`config.mk`:
```
export PLATFORM = sky130hd
export DESIGN_NAME = modn_updown_counter
export DESIGN_NICKNAME = d
export VERILOG_FILES = /design/src/rtl/modn_updown_counter.sv
export SDC_FILE = /design/constraint.sdc
export NUM_CORES = 1
export LEC_CHECK = 0
export BUFFER_PORTS_ARGS = -buffer_cell sky130_fd_sc_hd__buf_4
export CAP_MARGIN = 20
export CELL_PAD_IN_SITES_DETAIL_PLACEMENT = 0
export CELL_PAD_IN_SITES_GLOBAL_PLACEMENT = 1
export CORE_ASPECT_RATIO = 0.9
export CORE_MARGIN = 5
export CORE_UTILIZATION = 40
export DETAILED_ROUTE_END_ITERATION = 8
export GPL_TIMING_DRIVEN = 0
export HOLD_SLACK_MARGIN = 0.15
export PLACE_DENSITY = 0.81
export SLEW_MARGIN = 0
export SYNTH_ARGS = -nofsm -noshare
export SYNTH_HDL_FRONTEND = slang
export SYNTH_SLANG_ARGS = --single-unit
```
`constraint.sdc`:
```
create_clock -name clk -period 4 [get_ports clk]
set_input_delay 0.2 -clock clk [delete_from_list [all_inputs] [get_ports clk]]
set_output_delay 0.2 -clock clk [all_outputs]
set_load 0.02 [all_outputs]
```
`src/rtl/modn_updown_counter.sv`:
```
// Modulo-N up/down counter with clamped load, one-shot halt and cascade tc.
// Define COUNTER_BCD_OUT_EN to add the registered BCD digit outputs.
module modn_updown_counter #(
  parameter int WIDTH       = 8,
  parameter int MAX_COUNT   = 199,
  parameter int RESET_VALUE = 0
) (
  input  logic             clk,
  input  logic             rst,
  input  logic             en,
  input  logic             up,
  input  logic             one_shot,
  input  logic             load,
  input  logic [WIDTH-1:0] load_value,
  output logic [WIDTH-1:0] q,
  output logic             tc,
  output logic             done
`ifdef COUNTER_BCD_OUT_EN
  ,
  output logic [3:0]       bcd_ones,
  output logic [3:0]       bcd_tens,
  output logic [3:0]       bcd_hundreds
`endif
);

  localparam logic [WIDTH-1:0] MAX_V = WIDTH'(MAX_COUNT);
  localparam logic [WIDTH-1:0] RST_V = WIDTH'(RESET_VALUE);

  if (longint'(MAX_COUNT) > ((longint'(1) << WIDTH) - 1) ||
      MAX_COUNT < 0) begin : g_bad_max
    $error("MAX_COUNT out of range for WIDTH");
  end
  if (RESET_VALUE > MAX_COUNT || RESET_VALUE < 0) begin : g_bad_rst
    $error("RESET_VALUE out of range");
  end

  typedef enum logic {
    RUN  = 1'b0,
    HALT = 1'b1
  } state_t;

  state_t           state_q, state_d;
  logic [WIDTH-1:0] cnt_q, cnt_d;
  logic             done_q, done_d;
  logic             terminal;

  assign terminal = up ? (cnt_q == MAX_V) : (cnt_q == '0);

  always_comb begin
    state_d = state_q;
    cnt_d   = cnt_q;
    done_d  = done_q;
    if (load) begin
      cnt_d   = (load_value > MAX_V) ? MAX_V : load_value;
      done_d  = 1'b0;
      state_d = RUN;
    end else if (state_q == RUN && en) begin
      if (terminal) begin
        if (one_shot) begin
          done_d  = 1'b1;
          state_d = HALT;
        end else begin
          cnt_d = up ? '0 : MAX_V;
        end
      end else begin
        cnt_d = up ? cnt_q + 1'b1 : cnt_q - 1'b1;
      end
    end
  end

  always_ff @(posedge clk or posedge rst) begin
    if (rst) begin
      state_q <= RUN;
      cnt_q   <= RST_V;
      done_q  <= 1'b0;
    end else begin
      state_q <= state_d;
      cnt_q   <= cnt_d;
      done_q  <= done_d;
    end
  end

  // Held low during reset so a cascaded stage never sees a spurious carry.
  assign tc   = ~rst & en & ~load & (state_q == RUN) & terminal;
  assign q    = cnt_q;
  assign done = done_q;

`ifdef COUNTER_BCD_OUT_EN
  if (MAX_COUNT > 999) begin : g_bad_bcd
    $error("BCD output requires MAX_COUNT <= 999");
  end

  function automatic logic [11:0] bin2bcd(input logic [WIDTH-1:0] b);
    logic [11:0] bcd;
    bcd = '0;
    for (int i = WIDTH - 1; i >= 0; i--) begin
      for (int d = 0; d < 3; d++) begin
        if (bcd[4*d +: 4] > 4'd4) bcd[4*d +: 4] = bcd[4*d +: 4] + 4'd3;
      end
      bcd = {bcd[10:0], b[i]};
    end
    return bcd;
  endfunction

  logic [11:0] bcd_q;

  always_ff @(posedge clk or posedge rst) begin
    if (rst) bcd_q <= bin2bcd(RST_V);
    else     bcd_q <= bin2bcd(cnt_q);
  end

  assign bcd_ones     = bcd_q[3:0];
  assign bcd_tens     = bcd_q[7:4];
  assign bcd_hundreds = bcd_q[11:8];
`endif

endmodule
```
* Yosys cells after proc, flatten, opt, wreduce, memory -nomap -nowiden
Cells that the tools add are included.
** Storage, ports and cells
- Bits in registers :: 9
- Bits of input ports :: 14
- Output and inout port bits :: 10
- Logic and storage cells :: 33
** Cells by class
- $add $sub $neg :: 2
- $lt $le $gt $ge :: 1
- Eq/ne operators :: 2
- Multiplexer cells :: 12
- Bitwise logic cells :: 7
- Reductions and logical operators :: 7
** Operators with widths (count)
- $mux 8 :: 7
- $add 8x1->8 const B :: 1
- $eq 8x8->1 const B :: 1
- $gt 8x8->1 const B :: 1
- $logic_not 8->1 :: 1
- $sub 8x1->8 const B :: 1
- $reduce_bool 2->1 :: 3
- $mux 1 :: 5
- $and 1x1->1 :: 4
- $ne 3x3->1 const B :: 1
- $not 1->1 :: 3
- $reduce_and 3->1 :: 1
- $reduce_and 2->1 :: 1
- $logic_and 1x1->1 :: 1

* Longest topological paths before layout
- Word-level depth :: 5
- Mapped depth :: 8
- Depth with buffers taken out :: 8

* Worst setup path before layout
OpenSTA, ideal clock, no wires.
- Kind :: flip-flop to output port
- Start point :: register cnt_q[0], in the netlist q[0]
- End point :: output tc
- Data arrival time :: 2.178 ns
- Data required time :: 3.800 ns
- Setup slack :: 1.622 ns
- Cell stages (with the launch flop) :: 5
- Buffers on the path :: 0
- Cells stage by stage :: dfrtp_1 > or4_4 > nor3_4 > o21a_4 > nor4b_1
** On the way
- Cells in the longest elaborated chain, start to end :: 3
- Elaborated cells between the ends (all ways) :: 4
- Those cells by class :: 1 x eq/ne; 1 x mux; 1 x bitwise; 1 x reduce/logical
** RTL lines
- start: declaration :: RTL line 43 : logic [WIDTH-1:0] cnt_q, cnt_d;
- start signal: assignment :: RTL line 78 : cnt_q <= cnt_d;
- $eq 8x8->1 or $logic_not 8->1 (tied branches) :: RTL line 47 : assign terminal = up ? (cnt_q == MAX_V) : (cnt_q == '0);
- $mux 1 (*) :: RTL line 47
- $and 1x1->1 (*) :: RTL line 84 : assign tc = ~rst & en & ~load & (state_q == RUN) & terminal;
- end: declaration :: RTL line 16 : output logic tc,
Every way passes the cells marked *; elsewhere a longest branch is shown, timed or not.

* Worst setup path in the final report
Same ends and word-level chain as after synthesis.

==> impl_metrics.ini <==
[yosys]
yosysUniqueCellTypes = 37
avgSynthCellArea_um2 = 8.41
synth_common_cells = 12 x nand2_1, 9 x dfrtp_1, 9 x nor2_1
ys_warn_count = 0
ys.flop_type = dfrtp_1
synth_enable_flop_cells = 0
synth_most_common_cell = nand2_1
synth_area_leaders = dfrtp_1 26%, ha_1 8.7%, nand2_1 5.2%, a21oi_1 4.1%, nor2_1 3.9%
synth_top_area_share = 0.262
yosysSeqAreaShare = 0.262
syn-num-nets = 123
synth_seq_cells = 9
synthCells = 102
syn-cell-area_um2 = 858
synth_top_area_cell = dfrtp_1
postSynth.asyncResetShare = 1.00

[setup_path]
critPathArrivalTime_ns = 2.15
cp_top_family = simple AND/OR/NAND/NOR gates
worstPathRequired_ns = 3.80
crit_path_cell_trace = or4_4, nor3_4, o21a_4, nor4b_1, buf_4
worst_setup_path_start_kind = flip-flop
path_max_fanout = 7
worstReg2RegEnd = q[7]
r2r-start = q[4]
cp.depth = 5
cp-endpoint = tc
critPathKind = flip-flop to primary output
worstRegToRegCells = 7
critPathSlowestCell = or4_4
critPathCaptureType = primary output
r2r_slack_ns = 1.87
critPathMaxStageDelay_ns = 0.58
crit_buf_inv = 1
critPathLaunch = q[0]

[power]
max-vdd-ir-drop_mv = 0.255
p_per_area_nw_per_um2 = 423
p_leak_nw = 0.504

[sta]
maxSlewViolCount = 0
maxSlewHeadroom = 0.555
tns_ns = 0
skew_ns = 0.000877
fmax_ghz = 0.426
period_share = 0.587
worst_slack_ns = 1.65
whs_ns = 0.189
finalSetupViolations = 0
rsz0062_at_grt = no
hold_viol = 0
worst_pin_slew_ns = 0.662
fin_crit_ns = 2.35

[floorplan]
start_util = 0.431
ioPinCount = 24
row_count = 15
die_area_um2 = 3170
coreArea_um2 = 1990
die_width_um = 58.8
die_h_um = 53.9

[finish]
area_delta_synth_final_pct = 28.3
num_antenna_cells = 0
nNetsFinal = 152
drive_above_1_share = 0.254

[placed_design]
gp_congestion = 0.757
portBuffers = 22
pre_cts_slack_ns = 1.73
dp.final_hpwl_um = 1750

[hold_path]
hold_class = input pin to flip-flop

[clock_network]
h-tree-depth = 1
cts_buffers = 3
cts_tree = done
path_clk_slew_ns = 0.07
clock_latency_ns = 0.27
clock_path_buffers = 2
cts_resized = 0
cts_root_buf = clkbuf_4
post_cts_buffers = 0
clkSinkCount = 9
ctsHoldBuffers = 2

[detailed_routing]
wl_met3_um = 151
wl_met1_um = 1100
ant_nets = 0
vias_per_cell = 5.59
vias = 866
drt_iter0_markers = 20
first_pass_iters = 4
wire_per_inst_um = 14.5
wl_um = 2250
route.top_layer_used = met4
drc_errors = 0
wl_met2_um = 980

[global_route]
antenna_found_initial = 0
grt_use_total = 0.165
overflow = 0
grt_pass1_vias = 864
grt_max_degree = 11
grt_pass1_wl_um = 3930

[outcome]
outcome = completed

[run]
cap_violations = 0
[power breakdown]
group	switching, mW	internal, mW	total (mW)	leakage [nW]
logic	0.136	0.114	0.250	0.380
clock network	0.0362	0.0386	0.0748	0.0150
registers	0.0308	0.110	0.141	0.109
total	0.203	0.263	0.465	0.504
[metal layers]
| layer | GRT usage | up-vias |
|---|---|---|
| met5 | 0 | - |
| met3 | 0.0456 | 2 |
| met1 | 0.224 | 399 |
| met4 | 0.0453 | 0 |
| li1 | - | 438 |
| met2 | 0.257 | 27 |
[cells by family (layout without fill, tap and decap cells)]
kind of cell,count (synthesis),count (layout),synth area share
flip-flops,9,9,0.262
AO/OA/AOI/OAI,32,32,0.271
multiplexers,2,2,0.0233
buffers and inverters,6,34,0.0306
XOR/XNOR,4,4,0.0408
adder cells (fa/ha/maj),7,7,0.111
AND/OR/NAND/NOR,42,42,0.261
[sequential cells by signal, summed over array words and instances (netlist names)]
name  count
done      1
q         8
[metrics by stage]
step                cell area [µm²]  power [mW]  instances   util
floorplan                       858       0.310        102      -
CTS                            1100       0.469        155  0.553
global route                   1100       0.508        155  0.553
detailed placement             1050       0.392        149  0.530
finish                         1100       0.465        155  0.553
global placement               1050       0.389        149  0.530
[placed cells by master (no fill, tap or decap), drive strengths merged, types with 3 or more instances in the layout]
cell    synthesis  routed
buf             1      23
clkbuf          1       5
a21o            4       4
nand2          12      12
nor2            9       9
dfrtp           9       9
ha              6       6
nor3            5       5
a21oi           9       9
nor2b           3       3
o21ai           8       8
inv             4       4
[how the worst min path moves through the flow]
stage,start,endpoint,cells after the start
finish,load_value[0],q[0],3
detailed placement,rst,done,2
global route,load_value[0],q[0],3
global placement,rst,done,2
CTS,load_value[0],q[0],3
floorplan,rst,done,1
[worst reg2reg max path: stages, from the launching register on]
cell      delay [ns]
dfrtp_1         0.42
ha_1            0.39
a21o_1          0.18
a31oi_1         0.06
nor2b_1         0.16
o311ai_0        0.50
mux2i_1         0.25
nand2_1         0.07
[area by class of cell]
cell class / count / area, µm²
Sequential cell: 9 / 225
Inverter: 4 / 15.0
Tap cell: 25 / 31.3
Multi-Input combinational cell: 87 / 607
Buffer: 2 / 11.3
Timing Repair Buffer: 24 / 185
Fill cell: 189 / 888
Clock buffer: 4 / 26.3
Power figures use the tool's default switching activity.
